`config.mk`:
```
export PLATFORM = sky130hd
export DESIGN_NAME = mult_frame_ctrl
export DESIGN_NICKNAME = d
export VERILOG_FILES = /design/src/rtl/mult_frame_ctrl.sv
export SDC_FILE = /design/constraint.sdc
export NUM_CORES = 1
export LEC_CHECK = 0
export ABC_AREA = 0
export BUFFER_PORTS_ARGS = -buffer_cell sky130_fd_sc_hd__buf_4
export CORE_ASPECT_RATIO = 1.5
export CORE_MARGIN = 2
export CORE_UTILIZATION = 53
export CTS_BUF_LIST = sky130_fd_sc_hd__clkbuf_4 sky130_fd_sc_hd__clkbuf_8
export CTS_CLUSTER_DIAMETER = 40
export DETAILED_ROUTE_END_ITERATION = 10
export PLACE_DENSITY = 0.82
export SLEW_MARGIN = 20
export SYNTH_ARGS = -nofsm -noshare
export SYNTH_HDL_FRONTEND = slang
export SYNTH_SLANG_ARGS = --single-unit
```
`constraint.sdc`:
```
create_clock -name CLK_IN -period 3.1 [get_ports CLK_IN]
set_input_delay 0.775 -clock CLK_IN [delete_from_list [all_inputs] [get_ports CLK_IN]]
set_output_delay 0.775 -clock CLK_IN [all_outputs]
set_load 0.05 [all_outputs]
```
`src/rtl/mult_frame_ctrl.sv`:
```
// Frame controller: assembles 9-byte UART command frames (A, B, opcode), runs one multiply and
// streams the 64-bit product back. Define MULT_FRAME_CHECKSUM_EN to append an XOR checksum byte.
module mult_frame_ctrl #(
    parameter int unsigned BYTE_TIMEOUT = 4320,
    parameter int unsigned MULT_TIMEOUT = 1024
) (
    input  logic        CLK_IN,
    input  logic        resetIn,
    input  logic [7:0]  rx_data,
    input  logic        rx_valid,
    output logic [7:0]  tx_data,
    output logic        tx_start,
    input  logic        tx_busy,
    output logic [31:0] mult_a,
    output logic [31:0] mult_b,
    output logic        mult_signed,
    output logic        mult_start,
    input  logic        mult_done,
    input  logic [63:0] mult_result,
    output logic        RECEIVED_OUT,
    output logic        frame_err,
    output logic        overrun,
    output logic        busy
);

    localparam int unsigned TimerMax = (BYTE_TIMEOUT > MULT_TIMEOUT) ? BYTE_TIMEOUT : MULT_TIMEOUT;
    localparam int unsigned TimerW   = $clog2(TimerMax + 1);

    typedef enum logic [2:0] {
        StIdle,
        StCollect,
        StDecode,
        StLaunch,
        StWait,
        StSend,
`ifdef MULT_FRAME_CHECKSUM_EN
        StChk,
`endif
        StErrSend
    } state_e;

    state_e            state_q, state_d;
    logic [71:0]       frame_q, frame_d;
    logic [3:0]        count_q, count_d;
    logic [TimerW-1:0] timer_q, timer_d;
    logic [63:0]       result_q, result_d;
    logic [2:0]        idx_q, idx_d;
    logic [31:0]       a_q, a_d, b_q, b_d;
    logic              signed_q, signed_d;
    logic              received_q, received_d;
    logic              err_q, err_d;
    logic              overrun_q, overrun_d;
    logic              start_q, start_d;
    logic              tx_hold_q;
    logic              tx_ready;
    logic              tx_go;
    logic [7:0]        tx_byte;

`ifdef MULT_FRAME_CHECKSUM_EN
    logic [7:0] csum;
    always_comb begin
        csum = 8'h00;
        for (int i = 0; i < 8; i++) csum = csum ^ result_q[i*8 +: 8];
    end
`endif

    // The transmitter raises tx_busy one cycle late, so the cycle after an issue is blind.
    assign tx_ready = !tx_hold_q && !tx_busy;

    always_comb begin
        state_d    = state_q;
        frame_d    = frame_q;
        count_d    = count_q;
        timer_d    = timer_q;
        result_d   = result_q;
        idx_d      = idx_q;
        a_d        = a_q;
        b_d        = b_q;
        signed_d   = signed_q;
        received_d = 1'b0;
        err_d      = 1'b0;
        start_d    = 1'b0;
        tx_go      = 1'b0;
        tx_byte    = 8'h00;
        overrun_d  = rx_valid && (state_q != StIdle) && (state_q != StCollect);

        unique case (state_q)
            StIdle: begin
                timer_d = '0;
                if (rx_valid) begin
                    frame_d[7:0] = rx_data;
                    count_d      = 4'd1;
                    state_d      = StCollect;
                end
            end
            StCollect: begin
                if (rx_valid) begin
                    frame_d[{count_q, 3'b000} +: 8] = rx_data;
                    count_d = count_q + 4'd1;
                    timer_d = '0;
                    if (count_q == 4'd8) begin
                        received_d = 1'b1;
                        state_d    = StDecode;
                    end
                end else if (timer_q == TimerW'(BYTE_TIMEOUT)) begin
                    err_d   = 1'b1;
                    count_d = 4'd0;
                    timer_d = '0;
                    state_d = StIdle;
                end else begin
                    timer_d = timer_q + TimerW'(1);
                end
            end
            StDecode: begin
                count_d = 4'd0;
                idx_d   = 3'd0;
                if (frame_q[71:65] == 7'd0) begin
                    a_d      = frame_q[31:0];
                    b_d      = frame_q[63:32];
                    signed_d = frame_q[64];
                    start_d  = 1'b1;
                    state_d  = StLaunch;
                end else begin
                    err_d   = 1'b1;
                    state_d = StErrSend;
                end
            end
            StLaunch: begin
                timer_d = '0;
                state_d = StWait;
            end
            StWait: begin
                if (mult_done) begin
                    result_d = mult_result;
                    idx_d    = 3'd0;
                    state_d  = StSend;
                end else if (timer_q == TimerW'(MULT_TIMEOUT)) begin
                    err_d   = 1'b1;
                    idx_d   = 3'd0;
                    state_d = StErrSend;
                end else begin
                    timer_d = timer_q + TimerW'(1);
                end
            end
            StSend: begin
                tx_byte = result_q[{idx_q, 3'b000} +: 8];
                if (tx_ready) begin
                    tx_go = 1'b1;
                    idx_d = idx_q + 3'd1;
                    if (idx_q == 3'd7) begin
`ifdef MULT_FRAME_CHECKSUM_EN
                        state_d = StChk;
`else
                        state_d = StIdle;
`endif
                    end
                end
            end
`ifdef MULT_FRAME_CHECKSUM_EN
            StChk: begin
                tx_byte = csum;
                if (tx_ready) begin
                    tx_go   = 1'b1;
                    state_d = StIdle;
                end
            end
`endif
            StErrSend: begin
                tx_byte = 8'hEE;
                if (tx_ready) begin
                    tx_go = 1'b1;
`ifdef MULT_FRAME_CHECKSUM_EN
                    idx_d = idx_q + 3'd1;
                    if (idx_q == 3'd1) state_d = StIdle;
`else
                    state_d = StIdle;
`endif
                end
            end
            default: state_d = StIdle;
        endcase
    end

    always_ff @(posedge CLK_IN or negedge resetIn) begin
        if (!resetIn) begin
            state_q    <= StIdle;
            frame_q    <= '0;
            count_q    <= '0;
            timer_q    <= '0;
            result_q   <= '0;
            idx_q      <= '0;
            a_q        <= '0;
            b_q        <= '0;
            signed_q   <= 1'b0;
            received_q <= 1'b0;
            err_q      <= 1'b0;
            overrun_q  <= 1'b0;
            start_q    <= 1'b0;
            tx_hold_q  <= 1'b0;
        end else begin
            state_q    <= state_d;
            frame_q    <= frame_d;
            count_q    <= count_d;
            timer_q    <= timer_d;
            result_q   <= result_d;
            idx_q      <= idx_d;
            a_q        <= a_d;
            b_q        <= b_d;
            signed_q   <= signed_d;
            received_q <= received_d;
            err_q      <= err_d;
            overrun_q  <= overrun_d;
            start_q    <= start_d;
            tx_hold_q  <= tx_go;
        end
    end

    assign tx_start     = tx_go;
    assign tx_data      = tx_go ? tx_byte : 8'h00;
    assign mult_a       = a_q;
    assign mult_b       = b_q;
    assign mult_signed  = signed_q;
    assign mult_start   = start_q;
    assign RECEIVED_OUT = received_q;
    assign frame_err    = err_q;
    assign overrun      = overrun_q;
    assign busy         = (state_q != StIdle);

endmodule

```
==> Yosys cells after proc, flatten, opt, wreduce, memory -nomap -nowiden <==
Index checks and enable logic that the tools add are counted.
{ "word_totals": {"ramBits": 0, "rom_bits": 0, "output_inout_bits": 79, "regBits": 229, "memories": 0, "latch_bits": 0} }
{ "classes": {"n_mux": 43, "n_reduce_logical": 22, "addsub": 4, "n_bitwise": 0, "n_eq_ne": 21, "shifts": 3, "div": 0, "order_cmp": 0, "multipliers": 0} }
{ "op_table": {"columns": ["op", "count"], "rows": [
  ["$bwmux 72", 1],
  ["$shift 8x9->72 const A", 1],
  ["$shiftx 8x9->72", 1],
  ["$shiftx 64x7->8", 1],
  ["$mux 13", 4],
  ["$mux 3", 13],
  ["$pmux 13 s3", 1],
  ["$pmux 8 s2", 2],
  ["$mux 8", 3],
  ["$pmux 3 s7", 1],
  ["$ne 2x2->1 const B", 7],
  ["$add 13x1->13 const B", 1],
  ["$eq 13x11->1 const B", 1],
  ["$eq 13x13->1 const B", 1],
  ["$eq 3x3->1 const B", 4],
  ["$mux 1", 12],
  ["$mux 4", 3],
  ["$pmux 4 s3", 1],
  ["$reduce_and 3->1", 4],
  ["$reduce_bool 3->1", 4],
  ["$ne 3x3->1 const B", 3],
  ["$neg 7->9", 1],
  ["$pmux 3 s3", 1],
  ["$logic_not 7->1", 1],
  ["other kinds (14)", 21]
]} }

==> Logic depth before layout (Yosys ltp) <==
Gate-level depths: netlist (run 1).
{ "depth": {"depth_word": 5, "ltp_mapped": 7, "depth_no_buf": 7} }

==> Worst setup path before layout (run 1) <==
Ideal clock, no wire load.
{ "synth_path": {"path_kind": "input-to-output", "startpoint": "input tx_busy", "endpoint": "output tx_start", "setup_slack_ps": 44, "cell_stages": 2, "t_arrival_ps": 2281, "required_ps": 2325, "cell_sequence": "nor2_1 > a21boi_0"} }
{ "synth_via": {"elab_chain_cells": 4} }
{ "synth_rtl": {"columns": ["element", "line", "rtl"], "rows": [
  ["start, declared", "13", "input logic tx_busy,"],
  ["$logic_not 1->1", "68", "assign tx_ready = !tx_hold_q && !tx_busy;"],
  ["$logic_and 1x1->1", "68", null],
  ["$mux 1", "147, 170", null],
  ["$mux 1", null, null],
  ["end, declared", "12", "output logic tx_start,"]
]} }
No other way between the ends.

==> Worst setup path in the final report (run 1) <==
{ "layout_path": {"startpoint": "register idx_q[0]", "endpoint": "output tx_data[5]"} }
{ "layout_via": {"elab_chain_cells": 3} }
{ "layout_rtl": {"columns": ["element", "line", "rtl"], "rows": [
  ["start, declared", "47", "logic [2:0] idx_q, idx_d;"],
  ["start signal, assigned", "206", "idx_q <= idx_d;"],
  ["$shiftx 64x7->8", "146", "tx_byte = result_q[{idx_q, 3'b000} +: 8];"],
  ["$pmux 8 s2", "87", "unique case (state_q)"],
  ["$mux 8", "219", "assign tx_data = tx_go ? tx_byte : 8'h00;"],
  ["end, declared", "11", "output logic [7:0] tx_data,"]
]} }
No other way between the ends.

==> impl_metrics.tcl, run 1 <==
set metrics [dict create \
    fin_crit_ns 3.02 \
    synth_simple_gate_area_share_pct 7.29 \
    hold_slack_ns 0.249 \
    vias 6242 \
    synth_xor_area_share_pct 1.15 \
    timing.rr.start "count_q[1]$_DFFE_PN0P_" \
    std_cell_rows 61 \
    routabilityCongestion 0.842 \
    crit_path_end_kind "primary output" \
    synth_fa_ha_area_share_pct 1.01 \
    layout_setup_ws_ns 0.0761 \
    syn_to_final_growth_pct 23.1 \
    die_h_um 171 \
    start_util_pct 53.8 \
    clock_path_buffers 3 \
    grt_max_degree 86 \
    required_ns 2.32 \
    ys.warnings.count 0 \
    core-area_sq_mm 0.0184 \
    cts_max_level 2 \
    final_antenna_net_count 0 \
    grt_use_total_pct 21.8 \
    viasPerCell 5.49 \
    syn-instance-count 682 \
    diodes 0 \
    fillCellCount 1357 \
    die-area_sq_mm 0.0198 \
    drive_above_1_share_pct 53.2 \
    antenna_found_initial 0 \
    ys_seq_area_share_pct 57.9 \
    reg2reg_slack_ns 0.70 \
    finalCritPeriodShare_pct 97.5 \
    hold_viol 0 \
    first_pass_iters 4 \
    tritoncts "done" \
    synthDistinctLibCells 57 \
    path_max_fanout 8 \
    nNetsFinal 949 \
    synth_top_family_by_area "multiplexers" \
    r2r_end "frame_q[4]$_DFFE_PN0P_" \
    insertion_delay_ns 0.50 \
    max-vdd-ir-drop_mv 0.698 \
    drc_errors 0 \
    async_flop_share_pct 100 \
    worstSetupPathType "reg -> out" \
    fin_tns_setup_ns 0 \
    cts_root_buf "clkbuf_8" \
    grt_pass1_wl_mm 33.8 \
    synthMuxAreaShare_pct 27.5 \
    cp-start-kind "register" \
    io_pins 156 \
    finalSetupViolations 0 \
    wirelength_mm 21.2 \
    synth_area_per_cell_sq_um 14.5 \
    fin_worst_skew_ns 0.0273 \
    final_cells 1136 \
    cp.arrival_ns 2.25 \
    drt_iter0_markers 304 \
    place_hpwl_mm 15.0 \
    tightest_slew_ns 0.672 \
    hold_class "in -> async" \
    final_util_pct 66.2 \
    clkSlewWorstSetupHoldPaths_ns 0.06 \
    wl_per_cell_um 18.6 \
    synthFlopType "dfrtp_1" \
    p_per_area_mw_per_mm2 861 \
    ys_seq_elements 229 \
    slew_headroom_pct 54.8 \
    grt_pass1_vias 6687 \
    gr-total-overflow 0 \
    status "completed" \
    maxSlewViolCount 0 \
    synth_edf_count 0 \
    fmax_mhz 331 \
    clock_sinks 229 \
    port-buffer-count 155 \
    dp_slack_ns 0.512 \
    mappedNetlistArea_sq_mm 0.00989 \
    dieWidth_um 116 \
    synth_nets 767 \
    cap_violations 0 \
    cts_buffers 35 \
    post-place-cells 1075 \
    r2r_cells 6 \
    p_leak_uw 0.00594 \
    synth-compound-area-share_pct 3.38 \
]
[per-stage QoR]
stage          total power (uW)  area [sq um]
2_1_floorplan              6930          9890
5_1_grt                   11100         12200
6_report                  10500         12200
3_5_place_dp               8060         11400
4_1_cts                   10600         12100
3_3_place_gp               7950         11400
[worst max path at each step]
stage	cells past startpoint	slack, ns	startpoint	endpoint
global placement	6	0.54	idx_q[0]$_DFFE_PN0P_	tx_data[7]
CTS	6	0.02	idx_q[0]$_DFFE_PN0P_	tx_data[5]
floorplan	2	0.04	tx_busy	tx_start
detailed placement	6	0.51	idx_q[0]$_DFFE_PN0P_	tx_data[5]
finish	6	0.08	idx_q[0]$_DFFE_PN0P_	tx_data[5]
global route	5	-0.02	state_q[1]$_DFFE_PN0P_	tx_start
[cells in the final DEF (no fill, tap or decap), drive strengths merged, types with 2 or more instances in the layout]
| cell type | synthesis | layout |
|---|---|---|
| a211oi | 2 | 2 |
| a21oi | 5 | 5 |
| a22o | 5 | 5 |
| a22oi | 3 | 3 |
| and2 | 18 | 18 |
| and3 | 13 | 13 |
| and4 | 3 | 3 |
| buf | 22 | 174 |
| clkbuf | 8 | 55 |
| dfrtp | 229 | 229 |
| ha | 8 | 8 |
| inv | 8 | 9 |
| mux2 | 202 | 202 |
| mux2i | 8 | 8 |
| mux4 | 16 | 16 |
| nand2 | 16 | 16 |
| nand2b | 2 | 2 |
| nand3 | 6 | 6 |
| nand4 | 12 | 12 |
| nor2 | 31 | 31 |
| nor3 | 7 | 7 |
| nor4 | 4 | 4 |
| o211ai | 3 | 3 |
| o21ai | 14 | 14 |
| o22ai | 2 | 2 |
| o2bb2ai | 2 | 2 |
| o31ai | 3 | 3 |
| xnor2 | 4 | 4 |
| xor2 | 9 | 9 |
[registers in the layout, summed over array words and instances (netlist names)]
register	count
timer_q	13
idx_q	3
state_q	3
count_q	4
mult_b	32
mult_start	1
result_q	64
mult_a	32
tx_hold_q	1
frame_q	72
overrun	1
frame_err	1
mult_signed	1
RECEIVED_OUT	1
[area by class of cell]
type                    count  area [sq um]  share of cell area (%)
clock buffers              54           674                    5.54
repair buffers            175          1410                    11.6
clock inverters             3          21.3                   0.175
inverters                   8          30.0                   0.247
flip-flops and latches    229          5730                    47.1
multi-input cells         415          4000                    32.8
well taps                 252           315                    2.59
[worst max-delay path, cell delays in order, from the launching register on]
cell	delay [ns]
dfrtp_2	0.42
buf_12	0.16
mux4_2	0.54
mux2i_1	0.18
o21ai_0	0.11
and2_1	0.20
buf_6	0.15
[synth_stat cells, types with 2 or more instances]
library cell | number | area [sq um]
a211oi_1 | 2 | 15.0
a21oi_1 | 5 | 25.0
a22o_1 | 5 | 43.8
a22oi_1 | 3 | 22.5
and2_1 | 18 | 113
and3_1 | 13 | 81.3
and4_1 | 3 | 26.3
buf_1 | 2 | 7.51
buf_2 | 18 | 90.1
clkbuf_1 | 8 | 30.0
dfrtp_1 | 229 | 5730
ha_1 | 8 | 100
inv_1 | 8 | 30.0
mux2_2 | 202 | 2270
mux2i_1 | 8 | 80.1
mux4_2 | 16 | 360
nand2_1 | 14 | 52.6
nand2_2 | 2 | 12.5
nand2b_1 | 2 | 12.5
nand3_1 | 5 | 25.0
nand4_1 | 10 | 62.6
nor2_1 | 27 | 101
nor2_2 | 4 | 25.0
nor3_1 | 6 | 30.0
nor4_1 | 2 | 12.5
nor4_4 | 2 | 42.5
o211ai_1 | 3 | 22.5
o21ai_0 | 14 | 70.1
o22ai_1 | 2 | 12.5
o2bb2ai_1 | 2 | 17.5
o31ai_1 | 2 | 15.0
xnor2_1 | 4 | 35.0
xor2_1 | 9 | 78.8
[layer usage]
layer | track usage [%] | part of all wire [%] | vias up
met5 | 0 | 0 | -
met4 | 7.81 | 3.0 | 0
met3 | 5.14 | 6.2 | 48
met2 | 39.1 | 53 | 203
met1 | 25.2 | 38 | 3150
li1 | - | - | 2841
[repair_timing]
item | CTS | global route
resized for setup | 1 | 3
hold buffers | 0 | 0
setup endpoints to repair | 1 | 7
setup buffers | 0 | 3
gates cloned | 0 | 1
[where the power goes]
group	internal [uW]	total (uW)	switching, uW
combinational	1720	3690	1970
clock	1380	2450	1070
sequential	3800	4350	546
total	6900	10500	3580
[cells by family (layout without fill, tap and decap cells)]
group                    after synthesis  after routing
adder cells (fa/ha/maj)                8              8
AND/OR/NAND/NOR                      121            121
multiplexers                         226            226
buffers and inverters                 38            240
XOR/XNOR                              13             13
AO/OA/AOI/OAI                         47             47
flip-flops                           229            229
No activity file was read; power rests on OpenSTA's default activity.
==> inputs of run 2 (changes only) <==
==> constraint.sdc (replaced) <==
create_clock -name CLK_IN -period 3.05 [get_ports CLK_IN]
set_input_delay 0.7625 -clock CLK_IN [delete_from_list [all_inputs] [get_ports CLK_IN]]
set_output_delay 0.7625 -clock CLK_IN [all_outputs]
set_load 0.05 [all_outputs]
==> impl_metrics.tcl, run 2 (synthesized netlist as in run 1, its figures left out) <==
set metrics [dict create \
    fmax_mhz 333 \
    maxSlewViolCount 0 \
    fin_worst_skew_ns 0.0204 \
    dp_slack_ns 0.571 \
    grt_pass1_vias 6840 \
    final_common_cell "dfrtp_1" \
    final_antenna_net_count 0 \
    post-place-cells 1073 \
    viasPerCell 5.49 \
    wl_per_cell_um 19.6 \
    status "completed" \
    reg.largest.list "frame_q x72, result_q x64" \
    grt_max_degree 72 \
    wl_met3_mm 1.45 \
    tightest_slew_ns 0.710 \
    grt_pass1_wl_mm 35.2 \
    nNetsFinal 951 \
    rsz0062_at_grt "true" \
    place_hpwl_mm 15.5 \
    syn_to_final_growth_pct 25.0 \
    die-area_sq_mm 0.0198 \
    path_max_fanout 5 \
    highest_layer "met4" \
    required_ns 2.29 \
    final_cells 1145 \
    tritoncts "done" \
    cts_buffers 37 \
    cap_violations 0 \
    gr-total-overflow 0 \
    std_cell_rows 61 \
    hold_buffers 0 \
    fin_crit_ns 3.00 \
    diodes 0 \
    die_h_um 171 \
    vias 6287 \
    clock_sinks 229 \
    io_pins 156 \
    cts_root_buf "clkbuf_8" \
    reg2reg_slack_ns 0.67 \
    first_pass_iters 4 \
    hold_class "in -> async" \
    finalCritPeriodShare_pct 98.5 \
    hold_viol 0 \
    clkSlewWorstSetupHoldPaths_ns 0.06 \
    cp.arrival_ns 2.24 \
    p_leak_uw 0.00603 \
    clock_path_buffers 3 \
    slew_headroom_pct 52.3 \
    top_register "frame_q" \
    dieWidth_um 116 \
    final_cell_mix "227 x dfrtp_1, 202 x mux2_2, 160 x buf_4" \
    routed-wl-met2_mm 11.9 \
    layout_setup_ws_ns 0.0457 \
    core-area_sq_mm 0.0184 \
    insertion_delay_ns 0.51 \
    p_per_area_mw_per_mm2 903 \
    drc_errors 0 \
    start_util_pct 53.8 \
    drive_above_1_share_pct 53.9 \
    wirelength_mm 22.5 \
    fin_tns_setup_ns 0 \
    drt_iter0_markers 301 \
    cts_max_level 2 \
    power_uw 11200 \
    grt_use_total_pct 22.9 \
    cp-start-kind "register" \
    largest_reg_flops 72 \
    routabilityCongestion 0.867 \
    max-vdd-ir-drop_mv 0.649 \
    antenna_found_initial 0 \
    worstSetupPathType "reg -> out" \
    port-buffer-count 155 \
    r2r_cells 4 \
    finalSetupViolations 0 \
    wl_met1_mm 8.21 \
    crit_path_end_kind "primary output" \
]
run 2: cell type report:
type,count,area (sq um)
fillers,1317,6030
repair buffers,175,1450
well taps,252,315
clock inverters,11,123
inverters,8,30.0
clock buffers,55,707
flip-flops and latches,229,5730
multi-input cells,415,4000
run 2: critical path, cell delays in order (launching register included):
cell	delay, ns
dfrtp_2	0.45
clkbuf_16	0.19
mux4_2	0.51
mux2i_1	0.19
o21ai_1	0.08
and2_1	0.16
buf_6	0.15
run 2: per-layer routing:
metal / vias up / GRT usage (%)
met3: 55 / 5.46
met2: 230 / 40.4
met4: 0 / 10.3
li1: 2858 / -
met1: 3144 / 26.2
met5: - / 0
run 2: power breakdown:
group	switching, uW	total [uW]	internal (uW)
logic	2050	3840	1790
clock network	1190	2860	1670
registers	599	4460	3860
total	3840	11200	7330
run 2: path summary, 6_finish.rpt:
kind / endpoint / startpoint
min in group CLK_IN: result_q[20]$_DFFE_PN0P_ / mult_result[20]
setup reg to reg: mult_b[26]$_DFFE_PN0P_ / frame_q[67]$_DFFE_PN0P_
hold / removal: mult_b[24]$_DFFE_PN0P_ / resetIn
hold reg to reg: mult_b[22]$_DFFE_PN0P_ / frame_q[54]$_DFFE_PN0P_
setup / recovery: tx_data[6] / idx_q[0]$_DFFE_PN0P_
max in group asynchronous: result_q[35]$_DFFE_PN0P_ / resetIn
run 2: repair_timing:
| item | in CTS | in global routing |
|---|---|---|
| setup endpoints to repair | 0 | 7 |
| setup buffers | 0 | 4 |
| resized for setup | 0 | 14 |
run 2: through the flow:
step	area, sq um	hold WS (ns)	utilization [%]
2_1_floorplan	9890	0.467	-
3_3_place_gp	11400	0.481	62.1
3_5_place_dp	11400	0.491	62.1
4_1_cts	12300	0.229	66.6
5_1_grt	12400	0.243	67.2
6_report	12400	0.221	67.2
==> inputs of run 3 (changes only) <==
--- a/config.mk
+++ b/config.mk
@@ -7,7 +7,6 @@
 export LEC_CHECK = 0
 export ABC_AREA = 0
 export BUFFER_PORTS_ARGS = -buffer_cell sky130_fd_sc_hd__buf_4
-export CORE_ASPECT_RATIO = 1.5
 export CORE_MARGIN = 2
 export CORE_UTILIZATION = 53
 export CTS_BUF_LIST = sky130_fd_sc_hd__clkbuf_4 sky130_fd_sc_hd__clkbuf_8
==> impl_metrics.tcl, run 3 (synthesized netlist as in run 1, its figures left out) <==
set metrics [dict create \
    finalSetupViolations 0 \
    path_max_fanout 3 \
    cap_violations 0 \
    grt_pass1_vias 6694 \
    r2r_cells 6 \
    status "completed" \
    vias 6330 \
    syn_to_final_growth_pct 24.0 \
    worstSetupPathType "reg -> out" \
    maxSlewViolCount 0 \
    std_cell_rows 49 \
    post-place-cells 1052 \
    largest_reg_flops 72 \
    cp-start-kind "register" \
    reg2reg_slack_ns 0.71 \
    wirelength_mm 21.8 \
    first_pass_iters 5 \
    cts_buffers 39 \
    io_pins 156 \
    reg.largest.list "frame_q x72, result_q x64" \
    fin_worst_skew_ns 0.0164 \
    crit_top_cell "buf_4" \
    gr-total-overflow 0 \
    dieWidth_um 141 \
    required_ns 2.29 \
    routabilityCongestion 0.835 \
    fin_area_sq_mm 0.0123 \
    clock_sinks 229 \
    clkSlewWorstSetupHoldPaths_ns 0.06 \
    cts_root_buf "clkbuf_8" \
    clock_path_buffers 3 \
    grt_use_total_pct 22.3 \
    tritoncts "done" \
    hold_buffers 0 \
    slew_headroom_pct 57.9 \
    grt_pass1_wl_mm 35.1 \
    top_register "frame_q" \
    final_common_cell "dfrtp_1" \
    port-buffer-count 155 \
    r2r_end "frame_q[7]$_DFFE_PN0P_" \
    fin_crit_ns 2.93 \
    viasPerCell 5.63 \
    cp_slowest_cell "mux4_2" \
    finalCritPeriodShare_pct 96.2 \
    hold_class "in -> async" \
    insertion_delay_ns 0.52 \
    dpl_cell_area_sq_mm 0.0114 \
    crit_path_cell_trace "buf_4, mux4_2, mux2i_1, o21ai_0, and2_1, buf_4" \
    final_cell_mix "227 x dfrtp_1, 202 x mux2_2, 167 x buf_4" \
    slowest_delay_ns 0.54 \
    final_cells 1125 \
    core-area_sq_mm 0.0181 \
    fmax_mhz 341 \
    crit_path_end_kind "primary output" \
    nNetsFinal 953 \
    timing.rr.start "count_q[1]$_DFFE_PN0P_" \
    antenna_found_initial 0 \
    hold_viol 0 \
    p_per_area_mw_per_mm2 897 \
    start_util_pct 54.5 \
    cts_max_level 2 \
    die_h_um 141 \
    cp.arrival_ns 2.17 \
    diodes 0 \
    wl_per_cell_um 19.4 \
    p_leak_uw 0.00600 \
    grt_max_degree 81 \
    drc_errors 0 \
    die-area_sq_mm 0.0198 \
    place_hpwl_mm 14.5 \
    max-vdd-ir-drop_mv 0.577 \
    final_antenna_net_count 0 \
    tightest_slew_ns 0.631 \
    drt_iter0_markers 346 \
    drive_above_1_share_pct 53.8 \
]
==> run 3: where the power goes <==
| group | internal (uW) | switching [uW] | total [uW] |
|---|---|---|---|
| sequential | 3860 | 548 | 4410 |
| clock | 1590 | 1220 | 2810 |
| combinational | 1740 | 2030 | 3770 |
==> run 3: through the flow <==
stage	hold slack (ns)	total power, uW	TNS (ns)	worst slack, ns	util (%)
global route	0.291	11600	-0.0190	-0.0168	67.6
finish	0.249	11000	0	0.115	67.6
detailed placement	0.488	8160	0	0.436	62.8
CTS	0.255	11000	0	0.00131	67.4
floorplan	0.467	7040	0	0.0192	-
global placement	0.484	8040	0	0.516	62.8
==> run 3: how the worst max path moves through the flow <==
stage                 end  cells after the start  slack, ns                 start
4_1_cts        tx_data[7]                      6      0.001  idx_q[0]$_DFFE_PN0P_
2_1_floorplan    tx_start                      2       0.02               tx_busy
5_1_grt        tx_data[1]                      6      -0.02  idx_q[0]$_DFFE_PN0P_
3_3_place_gp   tx_data[4]                      5       0.52               tx_busy
6_report       tx_data[2]                      6       0.12  idx_q[0]$_DFFE_PN0P_
3_5_place_dp   tx_data[7]                      6       0.44  idx_q[0]$_DFFE_PN0P_
==> run 3: what timing repair did <==
| action | 4_1_cts | 5_1_grt |
|---|---|---|
| endpoints found under the setup margin | 7 | 7 |
| pin swaps | 1 | 0 |
| endpoints found under the hold margin | 0 | 0 |
| setup buffers | 0 | 4 |
| gates resized for setup | 3 | 2 |
==> run 3: metal layers <==
| layer | global-route usage (%) | part of all wire [%] |
|---|---|---|
| met5 | 0 | 0 |
| met1 | 29.4 | 42 |
| met3 | 6.56 | 6.7 |
| met4 | 6.47 | 2.1 |
| met2 | 36.4 | 49 |
==> run 3: cell type report <==
| type | instances | area (sq um) |
|---|---|---|
| Fill cell | 1279 | 5890 |
| Sequential cell | 229 | 5730 |
| Multi-Input combinational cell | 415 | 4000 |
| Timing Repair Buffer | 175 | 1390 |
| Clock buffer | 58 | 754 |
| Tap cell | 229 | 287 |
| Clock inverter | 11 | 67.6 |
| Inverter | 8 | 30.0 |
==> run 3: critical path, delay by kind of cell, from the launching register on <==
kind,cells,cell delay [ns]
compound gates,1,0.08
flops,1,0.38
simple gates,1,0.18
buf+inv,2,0.32
mux,2,0.68
